[src/rtl/lfo_rom_sequencer.sv]
// LFO sample sequencer: phase accumulator feeding a quarter-wave sine ROM.
// Each accepted tick issues one ROM read.
// The unsigned quarter-wave magnitude is then unfolded into a signed full-wave sample.
module lfo_rom_sequencer #(
   parameter int AWIDTH = 9,
   parameter int DWIDTH = 16,
   parameter int PWIDTH = 24
) (
   input  logic                     clk_i,
   input  logic                     rst_n_i,
   input  logic                     sample_tick_i,
   input  logic [PWIDTH-1:0]        rate_i,
   input  logic                     phase_reset_i,
   output logic [AWIDTH-1:0]        rom_rdaddr_o,
   input  logic [DWIDTH-1:0]        rom_rddata_i,
   output logic signed [DWIDTH:0]   lfo_o,
   output logic                     lfo_valid_o,
   output logic                     busy_o,
   output logic                     overrun_o
);

   typedef enum logic [1:0] {IDLE, ADDR, WAIT} state_e;

   state_e                  state_q;
   logic [PWIDTH-1:0]       phase_q, phase_d;
   logic [1:0]              quad_q;
   logic [AWIDTH-1:0]       addr_q, addr_d;
   logic signed [DWIDTH:0]  lfo_q, lfo_d;
   logic                    vld_q, busy_q, ovr_q;

   logic                    tick_acc;
   logic [PWIDTH-1:0]       rd_phase;
   logic [AWIDTH-1:0]       rd_idx;
   logic [DWIDTH:0]         mag_ext;

   // Next phase, folded ROM address and signed sample for the current cycle
   always_comb begin
      tick_acc = sample_tick_i && (state_q == IDLE);
      // A coincident phase clear makes the read itself start from phase 0
      rd_phase = phase_reset_i ? '0 : phase_q;
      rd_idx   = rd_phase[PWIDTH-3 -: AWIDTH];
      // Quadrants 1 and 3 walk the table backwards: 2^AWIDTH-1-i == ~i
      addr_d   = rd_phase[PWIDTH-2] ? ~rd_idx : rd_idx;
      if (tick_acc)
         phase_d = rd_phase + rate_i;
      else if (phase_reset_i)
         phase_d = '0;
      else
         phase_d = phase_q;
      // One extra bit so full-scale negative fits and -0 stays 0
      mag_ext  = {1'b0, rom_rddata_i};
      lfo_d    = quad_q[1] ? $signed(~mag_ext + 1'b1) : $signed(mag_ext);
   end

   // Sequencer FSM with all outputs registered
   always_ff @(posedge clk_i or negedge rst_n_i) begin
      if (!rst_n_i) begin
         state_q <= IDLE;
         phase_q <= '0;
         quad_q  <= '0;
         addr_q  <= '0;
         lfo_q   <= '0;
         vld_q   <= 1'b0;
         busy_q  <= 1'b0;
         ovr_q   <= 1'b0;
      end else begin
         phase_q <= phase_d;
         vld_q   <= 1'b0;
         // Dropped ticks are remembered until reset
         if (sample_tick_i && (state_q != IDLE))
            ovr_q <= 1'b1;
         case (state_q)
            IDLE: begin
               if (tick_acc) begin
                  quad_q  <= rd_phase[PWIDTH-1 -: 2];
                  addr_q  <= addr_d;
                  state_q <= ADDR;
                  busy_q  <= 1'b1;
               end
            end
            ADDR: begin
               // ROM registers the address on this edge
               state_q <= WAIT;
            end
            WAIT: begin
               lfo_q   <= lfo_d;
               vld_q   <= 1'b1;
               state_q <= IDLE;
               busy_q  <= 1'b0;
            end
            default: begin
               state_q <= IDLE;
               busy_q  <= 1'b0;
            end
         endcase
      end
   end

   assign rom_rdaddr_o = addr_q;
   assign lfo_o        = lfo_q;
   assign lfo_valid_o  = vld_q;
   assign busy_o       = busy_q;
   assign overrun_o    = ovr_q;

endmodule

[config.mk]
export PLATFORM = sky130hd
export DESIGN_NAME = lfo_rom_sequencer
export DESIGN_NICKNAME = d
export VERILOG_FILES = /design/src/rtl/lfo_rom_sequencer.sv
export SDC_FILE = /design/constraint.sdc
export NUM_CORES = 1
export LEC_CHECK = 0
export CAP_MARGIN = 20
export CORE_UTILIZATION = 55
export CTS_BUF_LIST = sky130_fd_sc_hd__clkbuf_8
export CTS_CLUSTER_DIAMETER = 100
export CTS_CLUSTER_SIZE = 10
export DETAILED_ROUTE_END_ITERATION = 10
export GPL_TIMING_DRIVEN = 0
export PLACE_DENSITY = 0.89
export SKIP_LAST_GASP = 1
export SYNTH_ARGS = -nofsm -noshare
export SYNTH_HDL_FRONTEND = slang
export SYNTH_SLANG_ARGS = --single-unit
[constraint.sdc]
create_clock -name clk_i -period 5.9 [get_ports clk_i]
set_clock_uncertainty 0.1 [all_clocks]
set_input_delay 0.59 -clock clk_i [delete_from_list [all_inputs] [get_ports clk_i]]
set_output_delay 0.59 -clock clk_i [all_outputs]
set_load 0.01 [all_outputs]
## Word-level counts from Yosys, hierarchy flattened

Index checks and enable logic that the tools add are counted.

- Register bits after elaboration: 57
- Input bits: 44
- Output and inout bits: 29
- Logic and storage cells: 31

- Add/subtract/negate cells: 2
- Equality and inequality tests: 3
- Muxes and demuxes: 9
- Bitwise gates (word level): 3
- Reduce and logical (&&, ||, !) cells: 6

Operators by type and width:

| cell | count |
|---|---|
| 24-bit two-way mux | 2 |
| 24-bit adder | 1 |
| 17-bit by 1-bit adder with 17-bit output (second input constant) | 1 |
| 17-bit two-way mux | 1 |
| 16-bit NOT with 17-bit output | 1 |
| 9-bit two-way mux | 1 |
| 9-bit NOT | 1 |
| 2-bit one-hot mux with 2 select lines | 1 |
| 2-bit AND reduction | 2 |
| 2-bit by 1-bit equality test with 1-bit output (second input constant) | 1 |
| 2-bit equality test (second input constant) | 1 |
| 1-bit logical AND | 2 |
| 2-bit logical NOT | 1 |
| 1-bit two-way mux | 2 |
| 2-bit two-way mux | 1 |
| 2-bit inequality test (second input constant) | 1 |
| 1-bit one-hot mux with 2 select lines | 1 |
| 2-bit nonzero test | 1 |
| 1-bit NOT | 1 |

## Depth between registers and ports, before layout

Gate-level depths: netlist of run 1.

- Depth after elaboration: 4
- Gate-level depth with buffers: 11
- Mapped depth without buffers: 10

## Least setup slack after synthesis of run 1

OpenSTA, ideal clock, no wires.

- Path kind: input port to flip-flop
- From: input port phase_reset_i
- To: register phase_q[22]
- Setup time: 0.127 ns
- Arrival: 2.685 ns
- Data required time: 5.673 ns
- Path slack: 2.988 ns
- Cell stages on the path: 11
- Buffers on the path: 1
- Cells stage by stage: clkbuf_1 > nor2b_1 > ha_1 > inv_1 > fa_1 > nor2b_1 > o2111ai_1 > a211o_1 > a31oi_1 > mux2i_1 > nand3_1

- Longest elaborated chain between the ends: 3

RTL lines:

| item | RTL line | text |
|---|---|---|
| start: declaration | 13 | `input logic phase_reset_i,` |
| 24-bit two-way mux * | - |  |
| 24-bit adder | 45 | `phase_d = rd_phase + rate_i;` |
| 24-bit two-way mux * | 44 | `if (tick_acc)` |
| net phase_d[22] | 25 | `logic [PWIDTH-1:0] phase_q, phase_d;` |
| end signal: assignment | 67 | `phase_q <= phase_d;` |
| end: declaration | 25 |  |

The timed path passes the listed nets; every way through them passes the cells marked *.
A chain may end at the register's enable or synchronous reset.

## Worst setup path in the final report of run 1

Same ends and word-level chain as after synthesis.

==> results_dict.tcl, run 1 <==
set metrics [dict create \
    synth.largest_area_cell "dfrtp_1" \
    grt_pass1_vias 3493 \
    dieArea_sq_um 7350 \
    slowest_stage "clkdlybuf4s50_1" \
    yosys-top-cells-area "dfrtp_1, ha_1, nand2_1, xnor2_1, nor2b_1" \
    synth_area_sq_um 3860 \
    tritoncts "done" \
    seqCellArea_sq_um 1400 \
    power.density_nw_per_um2 331 \
    cp-end-kind "flip-flop" \
    fmax_mhz 263 \
    synthCells 444 \
    yosysTopAreaCellShare_pct 36.3 \
    ctsResizeCount 0 \
    path_clk_slew_ns 0.11 \
    cts-buffers-inserted 5 \
    gp_congestion 0.967 \
    drc 0 \
    hp-class "primary input to async pin" \
    slew_headroom_pct 58.5 \
    first_pass_iters 5 \
    worst_slack_ns 2.10 \
    rows 30 \
    synth_seq_area_share_pct 36.3 \
    path_max_fanout 10 \
    synth.avg_cell_area_sq_um 8.69 \
    worstSetupPathType "primary input to flip-flop" \
    ys.flop_type "dfrtp_1" \
    core_sq_um 6790 \
    cts_hold_buf 0 \
    fin_nets 593 \
    place_hpwl_um 7600 \
    post_cts_buffers 0 \
    leakage_nw 2.05 \
    n_fill_cell 505 \
    tns_ns 0 \
    portBuffers 72 \
    clkLatencyLatePin_ns 0.31 \
    die_h_um 85.7 \
    root_buffer "clkbuf_8" \
    htreeDepth 2 \
    num_io_pins 73 \
    period_share_pct 64.4 \
    n_antenna_cell 0 \
    grt_pass1_wl_um 16200 \
    setup_viol 0 \
    status "completed" \
    pre_cts_ws_ns 1.85 \
    die_x_um 85.7 \
    drt.antenna.violating_nets 0 \
    rsz0062_at_grt "no" \
    cpLargestDelayFamily "buffers and inverters" \
    layout_commonest_cell "clkdlybuf4s50_1" \
    drive_above_1_share_pct 4.20 \
    synth_nets 513 \
    hold_viol_final 0 \
    slew_viol_final 0 \
    routed_wl_um 10000 \
    via_count 3682 \
    gr-total-overflow 0 \
    first_iter_violations 210 \
    cp_slowest_stage_delay_ns 0.51 \
    crit_arrival_ns 3.90 \
    synth-edff-count 0 \
    path_cells "clkdlybuf4s50_1 -> clkbuf_1 -> nor2b_1 -> ha_1 -> inv_1 -> fa_1 -> nor2b_1 -> o2111ai_1 -> a211o_1 -> a31oi_1 -> mux2i_1 -> nand3_1" \
    yosys_warnings 0 \
    crit_top_cell "nor2b_1" \
    viasPerCell 5.94 \
    worstMarginPinSlew_ns 0.623 \
    antenna_found_initial 0 \
    start_util_pct 56.8 \
    crit_path_start_kind "primary input" \
    wl_per_cell_um 16.1 \
    synth-seq-cells 56 \
    final_cell_mix "clkdlybuf4s50_1, nand2_1, dfrtp_1, o21ai_0, nor2b_1" \
    grt_max_degree 32 \
    cap_violations 0 \
    min_period_ns 3.80 \
    cts_buffer_depth 2 \
    multi_input_area_sq_um 2330 \
    grt_usage_pct 28.2 \
    finalNonFillerCells 620 \
    cp.required_ns 6.00 \
    clock-sinks 56 \
    synth_cell_types 48 \
    syn_to_final_growth_pct 25.5 \
    ir_drop_mv 0.151 \
    hold_slack_ns 0.185 \
    cp_num_buf_inv 3 \
    dpl.cell_count 613 \
    async_flop_share_pct 100 \
]
## cell usage after synthesis (all sizes together), types with 5 or more instances
library cell,number
o21a,7
nand2,65
mux2,8
o211ai,6
xnor2,23
nand4,5
xor2,13
nand2b,7
a21o,6
nor2b,28
o31ai,17
nor3,12
inv,14
nor2,14
ha,24
dfrtp,56
clkbuf,20
a31oi,6
a21oi,21
nand3,14
o21ai,46
## layout make-up
type	count	area share [%]
buffer	20	1.55
clock buffer	5	1.42
sequential	56	28.9
tap	96	2.48
multi-input combinational	354	48.1
timing repair buffer	73	15.2
inverter	14	1.09
clock inverter	2	1.24
## cell families (layout without fill, tap and decap cells)
logic type	Yosys count	in the layout	synth area share (%)
AND/OR/NAND/NOR	153	153	18.9
AO/OA/AOI/OAI	129	129	21.8
flip-flops	56	56	36.3
XOR/XNOR	36	36	8.18
buffers and inverters	34	114	3.31
adder cells (fa/ha/maj)	25	25	8.31
multiplexers	11	11	3.11
## flip-flops by register name, summed over array words and instances (netlist names)
name and flops:
state_q 2, overrun_o 1, lfo_o 17, lfo_valid_o 1, rom_rdaddr_o 9, quad_q 1
phase_q 24, busy_o 1
## metrics by stage
stage	power [W]	cell area, sq um	utilization [%]
final	0.00160	4840	71.3
after global routing	0.00170	4840	71.3
after CTS	0.00160	4840	71.3
after global placement	0.00127	4700	69.1
after detailed placement	0.00131	4710	69.4
after floorplan	0.000999	3860	-
## per-layer routing
layer,global-route usage (%),vias up,wire (um)
met1,36.4,1709,4060
met5,0,-,0
met3,5.00,24,789
met4,9.85,0,221
li1,-,1741,-
met2,47.9,208,4930
## where the power goes
| part | switching [W] | internal [W] | leakage (nW) | total, W |
|---|---|---|---|---|
| combinational | 0.000376 | 0.000365 | 1.27 | 0.000741 |
| clock | 0.000126 | 0.000167 | 0.0642 | 0.000293 |
| sequential | 0.0000623 | 0.000505 | 0.712 | 0.000567 |
## final timing paths
path                          startpoint           to  slack [ns]  depth (start not counted)
max                        phase_reset_i  phase_q[22]        2.10                         12
min                              rst_n_i  phase_q[11]        0.18                          1
max reg2reg                   phase_q[0]  phase_q[22]        2.98                         10
min reg2reg                    overrun_o    overrun_o        0.38                          1
max in group asynchronous        rst_n_i   phase_q[6]        4.93                          2
min in group clk_i             overrun_o    overrun_o        0.38                          1
No activity file was read; power rests on OpenSTA's default activity.
==> run 2, diff against run 1 <==
- CORE_UTILIZATION: 55 -> 54
- PLACE_DENSITY: 0.89 -> 0.87
- clock period: 5.9 -> 4 ns (I/O delays scaled with it)
==> results_dict.tcl, run 2 (synthesis results as in run 1) <==
set metrics [dict create \
    cp-end-kind "flip-flop" \
    first_pass_iters 5 \
    post_cts_buffers 0 \
    layout_commonest_cell "clkdlybuf4s50_1" \
    hp-class "primary input to async pin" \
    path_clk_slew_ns 0.11 \
    first_iter_violations 188 \
    fmax_mhz 281 \
    multi_input_area_sq_um 2330 \
    via_count 3681 \
    place_hpwl_um 7570 \
    worstSetupPathType "primary input to flip-flop" \
    core_sq_um 6830 \
    power_frac_seq_pct 35.4 \
    regMostFlops "phase_q" \
    slew_viol_final 0 \
    power_frac_comb_pct 46.1 \
    grt_pass1_wl_um 16800 \
    worstRegToRegCells 10 \
    post_dp_cell_area_sq_um 4710 \
    portBuffers 72 \
    final_cell_mix "clkdlybuf4s50_1, nand2_1, dfrtp_1, o21ai_0, nor2b_1" \
    cp_slowest_stage_delay_ns 0.51 \
    leakage_nw 2.05 \
    n_antenna_cell 0 \
    die_h_um 86.5 \
    cts-buffers-inserted 5 \
    clock-sinks 56 \
    power.density_nw_per_um2 491 \
    r2r_end "phase_q[22]" \
    r2r_slack_ns 1.13 \
    cp.required_ns 4.10 \
    crit_arrival_ns 3.66 \
    gr-total-overflow 0 \
    seqCellArea_sq_um 1400 \
    grt_max_degree 31 \
    rr_startpoint "phase_q[0]" \
    internal_power_w 0.00153 \
    worstMarginPinSlew_ns 0.706 \
    fin_nets 593 \
    routed_wl_um 10100 \
    slew_headroom_pct 52.9 \
    crit_path_start_kind "primary input" \
    cts_buffer_depth 2 \
    switching_share_pct 35.6 \
    path_max_fanout 10 \
    cap_violations 0 \
    num_io_pins 73 \
    syn_to_final_growth_pct 25.5 \
    status "completed" \
    drt.antenna.violating_nets 0 \
    clkLatencyLatePin_ns 0.32 \
    htreeDepth 2 \
    cts_hold_buf 0 \
    grt_pass1_vias 3603 \
    rsz0062_at_grt "no" \
    rows 30 \
    min_period_ns 3.56 \
    utilization_pct 70.9 \
    tritoncts "done" \
    ir_drop_mv 0.196 \
    die_x_um 86.5 \
    crit_top_cell "nor2b_1" \
    start_util_pct 56.4 \
    setup_viol 0 \
    drc 0 \
    path_cells "clkdlybuf4s50_1 -> clkbuf_1 -> nor2b_1 -> ha_1 -> inv_1 -> fa_1 -> nor2b_1 -> o2111ai_1 -> a211o_1 -> a31oi_1 -> mux2i_1 -> nand3_1" \
    fin_area_sq_um 4840 \
    power_switching_w 0.000847 \
    root_buffer "clkbuf_8" \
    slowest_stage "clkdlybuf4s50_1" \
    grt_usage_pct 28.8 \
    n_fill_cell 531 \
    dieArea_sq_um 7480 \
    clkPwrFrac_pct 18.6 \
    hold_viol_final 0 \
    tns_ns 0 \
    period_share_pct 88.9 \
    wl_per_cell_um 16.3 \
    gp_congestion 0.907 \
    largest_register_ffs 24 \
    ctsResizeCount 0 \
    viasPerCell 5.94 \
    antenna_found_initial 0 \
    drive_above_1_share_pct 4.20 \
]
run 2: cell counts in the layout (fill, tap and decap cells not counted):
No cell type changed its count.
run 2: metrics by stage:
stage	hold WS, ns	setup WS (ns)	power, W	cells
global placement	0.361	0.216	0.00188	612
floorplan	0.00441	1.28	0.00147	444
detailed placement	0.369	0.107	0.00193	613
finish	0.0214	0.445	0.00238	620
global route	0.0795	0.197	0.00252	620
CTS	0.0486	0.432	0.00237	620
run 2: worst max path at each step:
stage	start	end	slack [ns]	cells after the start
4_1_cts	phase_reset_i	phase_q[21]	0.43	11
2_1_floorplan	phase_reset_i	phase_q[22]	1.28	11
5_1_grt	phase_reset_i	phase_q[22]	0.20	12
6_report	phase_reset_i	phase_q[22]	0.44	12
3_5_place_dp	phase_reset_i	phase_q[21]	0.11	11
3_3_place_gp	phase_reset_i	phase_q[21]	0.22	10
run 2: routing by layer:
layer / share of wire [%] / wire (um) / vias up / track usage, %
li1: - / - / 1740 / -
met1: 41 / 4130 / 1732 / 35.7
met2: 48 / 4880 / 182 / 49.2
met3: 8.4 / 849 / 27 / 7.14
met4: 2.2 / 220 / 0 / 9.55
met5: 0 / 0 / - / 0
run 2: power groups by stage:
stage | clock (W) | sequential, W | combinational (W)
final | 0.000441 | 0.000840 | 0.00109
after global routing | 0.000463 | 0.000857 | 0.00120
after CTS | 0.000443 | 0.000838 | 0.00109
after detailed placement | 0 | 0.000850 | 0.00108
after global placement | 0 | 0.000842 | 0.00104
after floorplan | 0 | 0.000891 | 0.000583
run 2: worst max-delay path, delay by kind of cell:
family                   cells  cell delay [ns]
buffers and inverters        3             0.92
AND/OR/NAND/NOR              3             0.51
AO/OA/AOI/OAI                3             0.93
multiplexers                 1             0.23
adder cells (fa/ha/maj)      2             0.66
run 2: area by class of cell:
class	instances	share of cell area, %
timing repair buffer	73	15.2
buffer	20	1.55
clock inverter	2	1.24
clock buffer	5	1.42
sequential	56	28.9
multi-input combinational	354	48.1
inverter	14	1.09
tap	96	2.48
